===== src/rtl/sdram_a_ref_if.sv =====
// Refresh-requester bus between the SDRAM auto-refresh block and its arbiter/command mux.
// The slave side is the refresh block; the master side is the arbiter (or a bench).
interface sdram_a_ref_if;
  logic        init_end;
  logic        aref_en;
  logic        aref_req;
  logic [3:0]  aref_cmd;
  logic [1:0]  aref_ba;
  logic [12:0] aref_addr;
  logic        aref_end;

  modport slave (
    input  init_end,
    input  aref_en,
    output aref_req,
    output aref_cmd,
    output aref_ba,
    output aref_addr,
    output aref_end
  );

  modport master (
    output init_end,
    output aref_en,
    input  aref_req,
    input  aref_cmd,
    input  aref_ba,
    input  aref_addr,
    input  aref_end
  );
endinterface


===== src/rtl/sdram_a_ref.sv =====
// SDRAM auto-refresh controller: raises a periodic refresh request and, once granted,
// issues PRECHARGE-all followed by two AUTO_REFRESH commands with the required NOP gaps.
module sdram_a_ref #(
  parameter int CNT_REF_MAX = 749,
  parameter int TRP_CLK     = 2,
  parameter int TRC_CLK     = 7
) (
  input logic         sys_clk,
  input logic         sys_rst,
  sdram_a_ref_if.slave bus
);

  localparam logic [3:0] CMD_NOP  = 4'b0111;
  localparam logic [3:0] CMD_PRE  = 4'b0010;
  localparam logic [3:0] CMD_AREF = 4'b0001;

  localparam int REF_W   = $clog2(CNT_REF_MAX + 1);
  localparam int CYC_MAX = (TRP_CLK > TRC_CLK) ? TRP_CLK : TRC_CLK;
  localparam int CYC_W   = $clog2(CYC_MAX + 1);

  typedef enum logic [2:0] {
    S_IDLE,
    S_PCHA,
    S_TRP,
    S_AREF,
    S_TRF,
    S_END
  } state_t;

  state_t             state;
  state_t             state_next;
  logic [REF_W-1:0]   cnt_ref;
  logic [CYC_W-1:0]   cnt_cyc;
  logic [1:0]         aref_cnt;
  logic               ref_due;
  logic               grant;
  logic               trp_done;
  logic               trc_done;

  assign ref_due  = (cnt_ref == REF_W'(CNT_REF_MAX));
  assign grant    = (state == S_IDLE) && bus.aref_en && bus.init_end;
  assign trp_done = (cnt_cyc == CYC_W'(TRP_CLK - 1));
  assign trc_done = (cnt_cyc == CYC_W'(TRC_CLK - 1));

  // Interval counter free-runs once init is done; a grant never disturbs it.
  // NOTE: all sequential state uses non-blocking assignments so every register samples
  // pre-edge values regardless of statement order.
  always_ff @(posedge sys_clk or posedge sys_rst) begin
    if (sys_rst) begin
      cnt_ref <= '0;
    end else if (!bus.init_end) begin
      cnt_ref <= '0;
    end else if (ref_due) begin
      cnt_ref <= '0;
    end else begin
      cnt_ref <= cnt_ref + REF_W'(1);
    end
  end

  // A new interval elapsing wins over a same-cycle grant; requests never queue.
  always_ff @(posedge sys_clk or posedge sys_rst) begin
    if (sys_rst) begin
      bus.aref_req <= 1'b0;
    end else if (ref_due) begin
      bus.aref_req <= 1'b1;
    end else if (grant) begin
      bus.aref_req <= 1'b0;
    end
  end

  always_ff @(posedge sys_clk or posedge sys_rst) begin
    if (sys_rst) begin
      state <= S_IDLE;
    end else begin
      state <= state_next;
    end
  end

  // NOTE: state_next is defaulted before the case so no path leaves it unassigned,
  // which keeps this block purely combinational (no inferred latch).
  always_comb begin
    state_next = state;
    case (state)
      S_IDLE: if (grant) state_next = S_PCHA;
      S_PCHA: state_next = S_TRP;
      S_TRP:  if (trp_done) state_next = S_AREF;
      S_AREF: state_next = S_TRF;
      S_TRF: begin
        if (trc_done) begin
          state_next = (aref_cnt == 2'd1) ? S_AREF : S_END;
        end
      end
      S_END:  state_next = S_IDLE;
      default: state_next = S_IDLE;
    endcase
  end

  // Wait counter restarts on every state change, so TRP and TRF each time from zero.
  always_ff @(posedge sys_clk or posedge sys_rst) begin
    if (sys_rst) begin
      cnt_cyc <= '0;
    end else if (state != state_next) begin
      cnt_cyc <= '0;
    end else if (state == S_TRP || state == S_TRF) begin
      cnt_cyc <= cnt_cyc + CYC_W'(1);
    end else begin
      cnt_cyc <= '0;
    end
  end

  always_ff @(posedge sys_clk or posedge sys_rst) begin
    if (sys_rst) begin
      aref_cnt <= 2'd0;
    end else if (state == S_AREF) begin
      aref_cnt <= aref_cnt + 2'd1;
    end else if (state == S_END) begin
      aref_cnt <= 2'd0;
    end
  end

  // Commands decode straight from the state register, so reset forces NOP immediately.
  always_comb begin
    bus.aref_cmd = CMD_NOP;
    case (state)
      S_PCHA:  bus.aref_cmd = CMD_PRE;
      S_AREF:  bus.aref_cmd = CMD_AREF;
      default: bus.aref_cmd = CMD_NOP;
    endcase
  end

  assign bus.aref_end  = (state == S_END);
  assign bus.aref_ba   = 2'b11;
  assign bus.aref_addr = 13'h1FFF;

endmodule


===== src/flat_wrapper.sv =====
// flat-port wrapper written by rule: the top's interface ports become plain ports
module sdram_a_ref_flat 
#(
  parameter int CNT_REF_MAX = 749,
  parameter int TRP_CLK     = 2,
  parameter int TRC_CLK     = 7
)
  (sys_clk, sys_rst, bus_init_end, bus_aref_en, bus_aref_req, bus_aref_cmd, bus_aref_ba, bus_aref_addr, bus_aref_end);
  sdram_a_ref_if bus_i ();
  input logic sys_clk;
  input logic sys_rst;
  input wire logic [$bits(bus_i.init_end)-1:0] bus_init_end;
  input wire logic [$bits(bus_i.aref_en)-1:0] bus_aref_en;
  output wire logic [$bits(bus_i.aref_req)-1:0] bus_aref_req;
  output wire logic [$bits(bus_i.aref_cmd)-1:0] bus_aref_cmd;
  output wire logic [$bits(bus_i.aref_ba)-1:0] bus_aref_ba;
  output wire logic [$bits(bus_i.aref_addr)-1:0] bus_aref_addr;
  output wire logic [$bits(bus_i.aref_end)-1:0] bus_aref_end;
  assign bus_i.init_end = bus_init_end;
  assign bus_i.aref_en = bus_aref_en;
  assign bus_aref_req = bus_i.aref_req;
  assign bus_aref_cmd = bus_i.aref_cmd;
  assign bus_aref_ba = bus_i.aref_ba;
  assign bus_aref_addr = bus_i.aref_addr;
  assign bus_aref_end = bus_i.aref_end;
  sdram_a_ref #(.CNT_REF_MAX(CNT_REF_MAX), .TRP_CLK(TRP_CLK), .TRC_CLK(TRC_CLK)) u_core (.sys_clk(sys_clk), .sys_rst(sys_rst), .bus(bus_i));
endmodule

===== config.mk =====
export PLATFORM = sky130hd
export DESIGN_NAME = sdram_a_ref_flat
export DESIGN_NICKNAME = d
export VERILOG_FILES = /design/src/rtl/sdram_a_ref_if.sv /design/src/rtl/sdram_a_ref.sv /design/src/flat_wrapper.sv
export SDC_FILE = /design/constraint.sdc
export NUM_CORES = 1
export LEC_CHECK = 0
export CAP_MARGIN = 20
export CORE_AREA = 5 5 53 55
export CTS_CLUSTER_SIZE = 25
export DETAILED_ROUTE_END_ITERATION = 8
export DIE_AREA = 0 0 58 60
export PLACE_DENSITY = 0.84
export SYNTH_ARGS = -nofsm -noshare
export SYNTH_HDL_FRONTEND = slang
export SYNTH_SLANG_ARGS = --single-unit

===== constraint.sdc =====
create_clock -name sys_clk -period 2.8 [get_ports sys_clk]
set_input_delay 0.7 -clock sys_clk [delete_from_list [all_inputs] [get_ports sys_clk]]
set_output_delay 0.7 -clock sys_clk [all_outputs]
set_load 0.05 [all_outputs]

==> results of run 1 <==
layout make-up:
class / instances / share of cell area
clock buffers: 3 / 0.0188
clock inverters: 1 / 0.00419
inverters: 10 / 0.0314
multi-input cells: 89 / 0.449
flip-flops and latches: 19 / 0.398
well taps: 30 / 0.0314
repair buffers: 8 / 0.0670
metrics by stage:
stage | hold WS, ns | total power [W] | util | std cells
after floorplan | 0.458 | 0.000710 | - | 136
after CTS | 0.509 | 0.000919 | 0.510 | 160
final | 0.501 | 0.000910 | 0.510 | 160
after global routing | 0.527 | 0.000972 | 0.510 | 160
after global placement | 0.475 | 0.000760 | 0.498 | 156
after detailed placement | 0.487 | 0.000775 | 0.498 | 156
power breakdown:
part	internal, W	leakage (nW)	switching [W]
registers	0.000326	0.255	0.0000758
logic	0.000136	0.265	0.000233
clock network	0.0000532	0.0177	0.0000859
total	0.000515	0.538	0.000395
flip-flops by register name, summed over array words and instances (netlist names):
| name | flops |
|---|---|
| u_core.cnt_cyc | 3 |
| u_core.aref_cnt | 2 |
| u_core.state | 3 |
| u_core.bus.aref_req | 1 |
| u_core.cnt_ref | 10 |
kinds of logic after synthesis:
| group | after synthesis | share of synthesized area |
|---|---|---|
| buffers and inverters | 28 | 0.148 |
| AND/OR/NAND/NOR | 42 | 0.192 |
| flip-flops | 19 | 0.422 |
| XOR/XNOR | 7 | 0.0544 |
| other | 2 | 0.00667 |
| AO/OA/AOI/OAI | 18 | 0.110 |
| adder cells (fa/ha/maj) | 6 | 0.0667 |
synthesized netlist by cell type:
library cell / n
o22ai_1: 2
and2_4: 1
a31oi_1: 2
nor2_1: 14
o21ai_0: 3
a22o_1: 2
nand4_1: 2
o21ai_1: 1
a21oi_1: 1
o31a_1: 1
nand4_4: 1
a211oi_1: 1
nor4b_1: 1
o31ai_1: 1
nor2b_1: 1
clkbuf_1: 1
inv_1: 10
o2111ai_1: 1
buf_4: 16
a2bb2oi_1: 1
ha_1: 6
nand2_1: 10
or4_1: 1
and3_2: 1
xor2_1: 2
nand3_1: 5
xnor2_1: 5
o21bai_1: 1
o211ai_1: 1
dfrtp_1: 19
conb_1: 2
and2_1: 1
nand2b_1: 2
buf_2: 1
nor3_1: 2
worst max-delay path, stage by stage (launching register included):
cell             delay [ns]
dfrtp_1                0.45
nor2b_1                0.18
nand2_1                0.10
clkdlybuf4s50_1        0.81
final timing paths:
path / startpoint / to / depth (start not counted)
setup / recovery: u_core.state[0]$_DFF_PP0_ / bus_aref_cmd[1] / 3
hold / removal: u_core.cnt_cyc[0]$_DFF_PP0_ / u_core.cnt_cyc[0]$_DFF_PP0_ / 1
setup reg to reg: u_core.cnt_ref[1]$_DFF_PP0_ / u_core.cnt_ref[7]$_DFF_PP0_ / 5
hold reg to reg: u_core.cnt_cyc[0]$_DFF_PP0_ / u_core.cnt_cyc[0]$_DFF_PP0_ / 1
max in group asynchronous: sys_rst / u_core.cnt_ref[0]$_DFF_PP0_ / 2
min in group asynchronous: sys_rst / u_core.cnt_ref[1]$_DFF_PP0_ / 2
per-layer routing:
metal,vias up,wire length (um)
met1,387,832
met4,0,10
met5,-,0
met2,22,993
met3,2,107
li1,393,-
==> flow_summary.json, run 1 <==
{
  "status": "finished clean",
  "maxCapViolations": 0,
  "setup_viol": 0,
  "rsz0062_at_grt": "no",
  "core_um2": 2340,
  "dpl_cell_area_um2": 1170,
  "r2r_setup_slack_ns": 1.29,
  "crit_path_start_kind": "register",
  "multi_input_area_um2": 537,
  "syn_area_um2": 1130,
  "fin_area_um2": 1190,
  "hp-class": "reg -> reg",
  "grt_util_met2": 0.205,
  "yosysTopAreaCell": "dfrtp_1",
  "crit_type": "reg -> out",
  "nNetsFinal": 141,
  "crit_required_ns": 2.10,
  "grt_max_degree": 20,
  "h-tree-depth": 1,
  "die_w_um": 58,
  "gp_congestion": 0.802,
  "postCtsSetupBuffers": 0,
  "fin_crit_sh": 0.906,
  "rows": 18,
  "place.port_buffers": 8,
  "antenna_found_initial": 0,
  "cp.arrival_ns": 1.84,
  "min_period_ns": 2.54,
  "start_util": 0.481,
  "avgRoutedWirePerCell_um": 12.2,
  "hold_violations": 0,
  "synth.top_cell.area_share": 0.422,
  "grt_first_pass_wirelength_mm": 3.20,
  "cts_tree": "built",
  "dpl_worst_slack_ns": 0.583,
  "fmax_ghz": 0.394,
  "ys_seq_area_frac": 0.422,
  "postCtsHoldBufs": 0,
  "yosys-top-cells-area": "dfrtp_1, buf_4, ha_1",
  "n_antenna_cell": 0,
  "max_slew_margin": 0.520,
  "avgSynthCellArea_um2": 9.23,
  "mostFrequentLayoutCell": "dfrtp_1",
  "power_density_nw_per_um2": 762,
  "cp_max_fo": 7,
  "cts_sinks": 19,
  "fillerInstances": 230,
  "ir_worst_vdd_mv": 0.422,
  "slew_viol_final": 0,
  "syn_inst": 122,
  "routed_via_density": 5.03,
  "routed_wirelength_mm": 1.94,
  "synth_warnings": 0,
  "drt_iter0_markers": 12,
  "firstDrtPassIters": 5,
  "clk_pin_slew_worst_paths_ns": 0.10,
  "busiest_layer": "met2",
  "worst_pin_slew_ns": 0.719,
  "fin_skew_ns": 0.0156,
  "clock_latency_ns": 0.30,
  "num_vias": 804,
  "synth-seq-cells": 19,
  "grt_util_met3": 0.0410,
  "fin_ws_ns": 0.263,
  "die_y_um": 60,
  "post_cts_resize_count": 0,
  "ys_types": 35,
  "setup_tns_ns": 0,
  "area_delta_synth_final_pct": 6.11,
  "p_leak_nw": 0.538,
  "ant_nets": 0,
  "layout_common_cells": "dfrtp_1, conb_1, nor2_1",
  "register_area_um2": 475,
  "dieArea_um2": 3480,
  "grt_usage": 0.118,
  "cts_root_buf": "clkbuf_4",
  "drc_errors": 0,
  "overflow": 0,
  "io_pins": 25,
  "drive_above_1_share": 0.0538,
  "grt_util_met1": 0.139,
  "dpl.hpwl_mm": 1.52,
  "numCtsBuffers": 3,
  "grt_pass1_vias": 764,
  "end_kind": "primary output",
  "clk_path_buf_depth": 2
}
(Power assumes the default switching activity.)
==> run 2: changes to the inputs <==
--- a/config.mk
+++ b/config.mk
@@ -9,2 +9,3 @@
 export CORE_AREA = 5 5 53 55
+export CTS_CLUSTER_DIAMETER = 80
 export CTS_CLUSTER_SIZE = 25
--- a/constraint.sdc
+++ b/constraint.sdc
@@ -3,2 +3,2 @@
 set_output_delay 0.7 -clock sys_clk [all_outputs]
-set_load 0.05 [all_outputs]
+set_load 0.1 [all_outputs]
==> run 2 against run 1 <==
Fmax increased by 23%. Cell count unchanged. Via count increased by 1.0%. Core utilization decreased by 0.59 points. First-iteration DRC count increased by 83%. Power increased by 11%. Combinational power increased by 28%. Worst setup slack improved by 0.48 ns. Final area decreased by 1.2%. Flip-flop and latch count unchanged. Largest cell class unchanged.
==> flow_summary.json, run 2 (synthesis gave the netlist of run 1 again) <==
{
  "largest_reg_flops": 10,
  "setup_tns_ns": 0,
  "area_delta_synth_final_pct": 4.89,
  "r2r_cells": 5,
  "crit_path_start_kind": "register",
  "grt_max_degree": 20,
  "cts_sinks": 19,
  "post_cts_resize_count": 0,
  "crit_path_top_delay_cell": "dfrtp_1",
  "gp_congestion": 0.794,
  "postCtsSetupBuffers": 0,
  "p_leak_nw": 0.540,
  "hold_depth": 1,
  "die_y_um": 60,
  "pwr-share-comb": 0.468,
  "avgRoutedWirePerCell_um": 12.2,
  "postCtsHoldBufs": 0,
  "min_period_ns": 2.06,
  "worst_pin_slew_ns": 0.705,
  "reg.largest.list": "u_core.cnt_ref (10), u_core.cnt_cyc (3), u_core.state (3)",
  "core_um2": 2340,
  "routed_via_density": 5.08,
  "io_pins": 25,
  "seqPwrFrac": 0.397,
  "firstDrtPassIters": 4,
  "p_sw_frac": 0.496,
  "r2r-end": "u_core.cnt_ref[7]$_DFF_PP0_",
  "end_kind": "primary output",
  "dieArea_um2": 3480,
  "slew_viol_final": 0,
  "routed_wirelength_mm": 1.95,
  "place.port_buffers": 8,
  "num_vias": 812,
  "dpl_cell_area_um2": 1150,
  "cts_root_buf": "clkbuf_4",
  "crit_required_ns": 2.10,
  "overflow": 0,
  "fin_area_um2": 1180,
  "r2r_setup_slack_ns": 1.27,
  "ant_nets": 0,
  "clkPwrFrac": 0.135,
  "grt_pass1_vias": 803,
  "numCtsBuffers": 3,
  "grt_first_pass_wirelength_mm": 3.25,
  "cp_cell_sequence": "nor2b_1 > nand2_1 > buf_4",
  "maxCapViolations": 0,
  "crit_type": "reg -> out",
  "r2r-start": "u_core.cnt_ref[1]$_DFF_PP0_",
  "nNetsFinal": 141,
  "rsz0062_at_grt": "no",
  "clk_pin_slew_worst_paths_ns": 0.10,
  "fin_crit_sh": 0.736,
  "max_slew_margin": 0.530,
  "drc_errors": 0,
  "layout_common_cells": "dfrtp_1, conb_1, nor2_1",
  "largest_register": "u_core.cnt_ref",
  "dpl_worst_slack_ns": 1.06,
  "clock_latency_ns": 0.30,
  "status": "finished clean",
  "slowest_delay_ns": 0.49,
  "cp_max_fo": 10,
  "die_w_um": 58,
  "start_util": 0.481,
  "n_antenna_cell": 0,
  "fin_ws_ns": 0.740,
  "fmax_ghz": 0.485,
  "holdWs_ns": 0.499,
  "h-tree-depth": 1,
  "setup_viol": 0,
  "p_int_w": 0.000511,
  "dpl.hpwl_mm": 1.54,
  "cp.arrival_ns": 1.36,
  "hold_end": "u_core.cnt_cyc[0]$_DFF_PP0_",
  "mostFrequentLayoutCell": "dfrtp_1",
  "clk_path_buf_depth": 2,
  "antenna_found_initial": 0,
  "ir_worst_vdd_mv": 0.599,
  "drt_iter0_markers": 22,
  "drive_above_1_share": 0.0846,
  "fin_skew_ns": 0.00811,
  "hold_violations": 0,
  "hp-class": "reg -> reg",
  "grt_usage": 0.124,
  "power_density_nw_per_um2": 859,
  "min_from": "u_core.cnt_cyc[0]$_DFF_PP0_",
  "rows": 18,
  "power_switching_w": 0.000503,
  "cts_tree": "built"
}
==> run 2: metrics by stage <==
| step | total power, W | cells | utilization |
|---|---|---|---|
| 2_1_floorplan | 0.000822 | 136 | - |
| 3_3_place_gp | 0.000865 | 156 | 0.493 |
| 3_5_place_dp | 0.000885 | 156 | 0.493 |
| 4_1_cts | 0.00103 | 160 | 0.504 |
| 5_1_grt | 0.00109 | 160 | 0.504 |
| 6_report | 0.00101 | 160 | 0.504 |
==> run 2: worst max path at each step <==
stage	from	end	slack [ns]
2_1_floorplan	u_core.state[1]$_DFF_PP0_	bus_aref_end	0.29
3_3_place_gp	u_core.state[2]$_DFF_PP0_	bus_aref_cmd[1]	1.09
3_5_place_dp	u_core.state[0]$_DFF_PP0_	bus_aref_cmd[1]	1.06
4_1_cts	u_core.state[2]$_DFF_PP0_	bus_aref_cmd[1]	0.73
5_1_grt	u_core.state[2]$_DFF_PP0_	bus_aref_cmd[1]	0.58
6_report	u_core.state[2]$_DFF_PP0_	bus_aref_cmd[1]	0.74
==> run 2: critical path: cells and delay by family, from the launching register on <==
family,cells,cell delay [ns]
buffers and inverters,1,0.25
and+or+nand+nor,2,0.32
DFF,1,0.49
==> run 2: final cells by class <==
class,count,area (um2)
Timing Repair Buffer,8,67.6
Multi-Input combinational cell,89,537
Sequential cell,19,475
Tap cell,30,37.5
Fill cell,221,1160
Clock buffer,4,26.3
Inverter,10,37.5
==> run 2: power by group through the flow <==
stage	Combinational [W]	Clock (W)	Sequential (W)
2_1_floorplan	0.000456	0	0.000366
6_report	0.000474	0.000137	0.000403
4_1_cts	0.000479	0.000146	0.000402
3_5_place_dp	0.000477	0	0.000409
3_3_place_gp	0.000463	0	0.000402
5_1_grt	0.000516	0.000156	0.000417
==> run 2: metal layers <==
metal / vias to the layer above / part of all wire / track usage
met2: 21 / 0.52 / 0.219
met3: 2 / 0.060 / 0.0518
met5: - / 0 / 0
met1: 396 / 0.41 / 0.125
met4: 0 / 0.0051 / 0.0596
li1: 393 / - / -
==> run 3: changes to the inputs <==
Settings changed: CORE_AREA 5 5 53 55 to 5 5 57 59, DIE_AREA 0 0 58 60 to 0 0 62 64, PLACE_DENSITY 0.84 to 0.77.
Clock period 2.8 ns to 1.8 ns, I/O delays scaled along.
==> run 3 against run 2 <==
Sequential share of layout area down 2.5 points. Clock power rose by 55%. Routed wire length grew 4.8%. Sequential power grew 55%. Flip-flop and latch count is the same. Worst setup slack worse by 0.66 ns. First-iteration DRC count grew to 2.9 times the previous value. Final area rose by 7.3%. Core utilization fell by 2.8 points. Count of clock-buffer cells in the layout did not move. Register-to-register slack worse by 0.98 ns. Critical endpoint unchanged. Largest cell class unchanged.
==> flow_summary.json, run 3 (synthesis gave the netlist of run 1 again) <==
{
  "status": "finished clean",
  "slew_viol_final": 0,
  "h-tree-depth": 1,
  "n_antenna_cell": 0,
  "wirelength_met1_um": 914,
  "dpl_worst_slack_ns": 0.281,
  "slowest_delay_ns": 0.44,
  "top_layer": "met4",
  "grt_pass1_vias": 785,
  "r2r_setup_slack_ns": 0.29,
  "avgRoutedWirePerCell_um": 12.5,
  "clk_path_buf_depth": 2,
  "r2r-start": "u_core.cnt_ref[1]$_DFF_PP0_",
  "num_vias": 799,
  "maxCapViolations": 0,
  "power_density_nw_per_um2": 1340,
  "wl_met2_mm": 1.03,
  "cp.arrival_ns": 1.27,
  "dpl_cell_area_um2": 1230,
  "setup_tns_ns": 0,
  "stdcell_count": 163,
  "firstDrtPassIters": 4,
  "dpl.hpwl_mm": 1.58,
  "ant_nets": 0,
  "setup_viol": 0,
  "routed_via_density": 4.90,
  "grt_usage": 0.111,
  "layout_common_cells": "dfrtp_1, conb_1, nor2_1",
  "fin_crit_sh": 0.953,
  "grt_first_pass_wirelength_mm": 3.43,
  "final_core_util": 0.476,
  "nNetsFinal": 143,
  "crit_path_start_kind": "register",
  "dieArea_um2": 3970,
  "p_leak_nw": 0.570,
  "antenna_found_initial": 0,
  "die_y_um": 64,
  "drive_above_1_share": 0.136,
  "numCtsBuffers": 3,
  "io_pins": 25,
  "routed_wirelength_mm": 2.04,
  "r2r-end": "u_core.cnt_ref[3]$_DFF_PP0_",
  "core_um2": 2660,
  "fin_area_um2": 1270,
  "crit_required_ns": 1.35,
  "largest_reg_flops": 10,
  "cts_tree": "built",
  "end_kind": "primary output",
  "drc_errors": 0,
  "largest_register": "u_core.cnt_ref",
  "crit_type": "reg -> out",
  "r2r_cells": 5,
  "dp.cells": 158,
  "cp_cell_sequence": "nor2b_2 > nand2_1 > buf_12",
  "cts_root_buf": "clkbuf_4",
  "overflow": 0,
  "hp-class": "in -> async",
  "fin_ws_ns": 0.0843,
  "rsz0062_at_grt": "no",
  "grt_max_degree": 20,
  "mostFrequentLayoutCell": "dfrtp_1",
  "die_w_um": 62,
  "clock_latency_ns": 0.29,
  "gp_congestion": 0.860,
  "crit_path_top_delay_cell": "dfrtp_2",
  "wl_met3_um": 88,
  "clk_pin_slew_worst_paths_ns": 0.10,
  "cts_sinks": 19,
  "start_util": 0.423,
  "min_period_ns": 1.72,
  "rows": 19,
  "cp_max_fo": 7,
  "place.port_buffers": 8,
  "ir_worst_vdd_mv": 0.753,
  "fin_skew_ns": 0.00238,
  "startpoint": "u_core.state[0]$_DFF_PP0_",
  "drt_iter0_markers": 64,
  "reg.largest.list": "u_core.cnt_ref (10), u_core.cnt_cyc (3), u_core.state (3)",
  "hold_violations": 0,
  "fmax_ghz": 0.583,
  "area_delta_synth_final_pct": 12.6,
  "postCtsHoldBufs": 0
}
[run 3: cell count changes in the layout (fill, tap and decap cells not counted), moves of 2 or more]
cell,before,now
buf_12,0,5
dfrtp_1,19,17
dfrtp_2,0,2
buf_4,5,1
[run 3: stage by stage]
stage,hold slack [ns],power (W)
detailed placement,0.492,0.00147
global placement,0.472,0.00144
floorplan,0.401,0.00129
CTS,0.461,0.00169
global route,0.484,0.00180
finish,0.464,0.00169
[run 3: area by class of cell]
class,count,area (um2)
Timing Repair Buffer,10,143
Sequential cell,19,478
Fill cell,250,1400
Clock buffer,4,26.3
Inverter,10,37.5
Tap cell,31,38.8
Multi-Input combinational cell,89,544
[run 3: layer usage]
| metal | vias to the layer above | track usage |
|---|---|---|
| li1 | 397 | - |
| met1 | 377 | 0.138 |
| met2 | 23 | 0.184 |
| met3 | 2 | 0.0362 |
| met4 | 0 | 0.0212 |
| met5 | - | 0 |
[run 3: power by group]
group | leakage [nW] | total [W] | internal, W | switching [W]
Sequential | 0.252 | 0.000624 | 0.000511 | 0.000113
Combinational | 0.303 | 0.000859 | 0.000285 | 0.000574
Clock | 0.0150 | 0.000212 | 0.0000861 | 0.000126
Total | 0.570 | 0.00169 | 0.000882 | 0.000812
[run 3: what timing repair did]
action | 4_1_cts | 5_1_grt
buffers inserted | 0 | 1
resized for setup | 2 | 1
endpoints found under the setup margin | 2 | 2
pin swaps | 0 | 0
[run 3: worst max path at each step]
stage | depth (start not counted) | endpoint
global route | 3 | bus_aref_cmd[1]
floorplan | 2 | bus_aref_end
detailed placement | 3 | u_core.cnt_ref[3]$_DFF_PP0_
CTS | 3 | bus_aref_cmd[1]
global placement | 4 | u_core.bus.aref_req$_DFFE_PP0P_
finish | 3 | bus_aref_cmd[1]
[run 3: critical path, delay by kind of cell (launching register included)]
kind	cells	cell delay [ns]
flops	1	0.44
buf+inv	1	0.20
simple gates	2	0.34
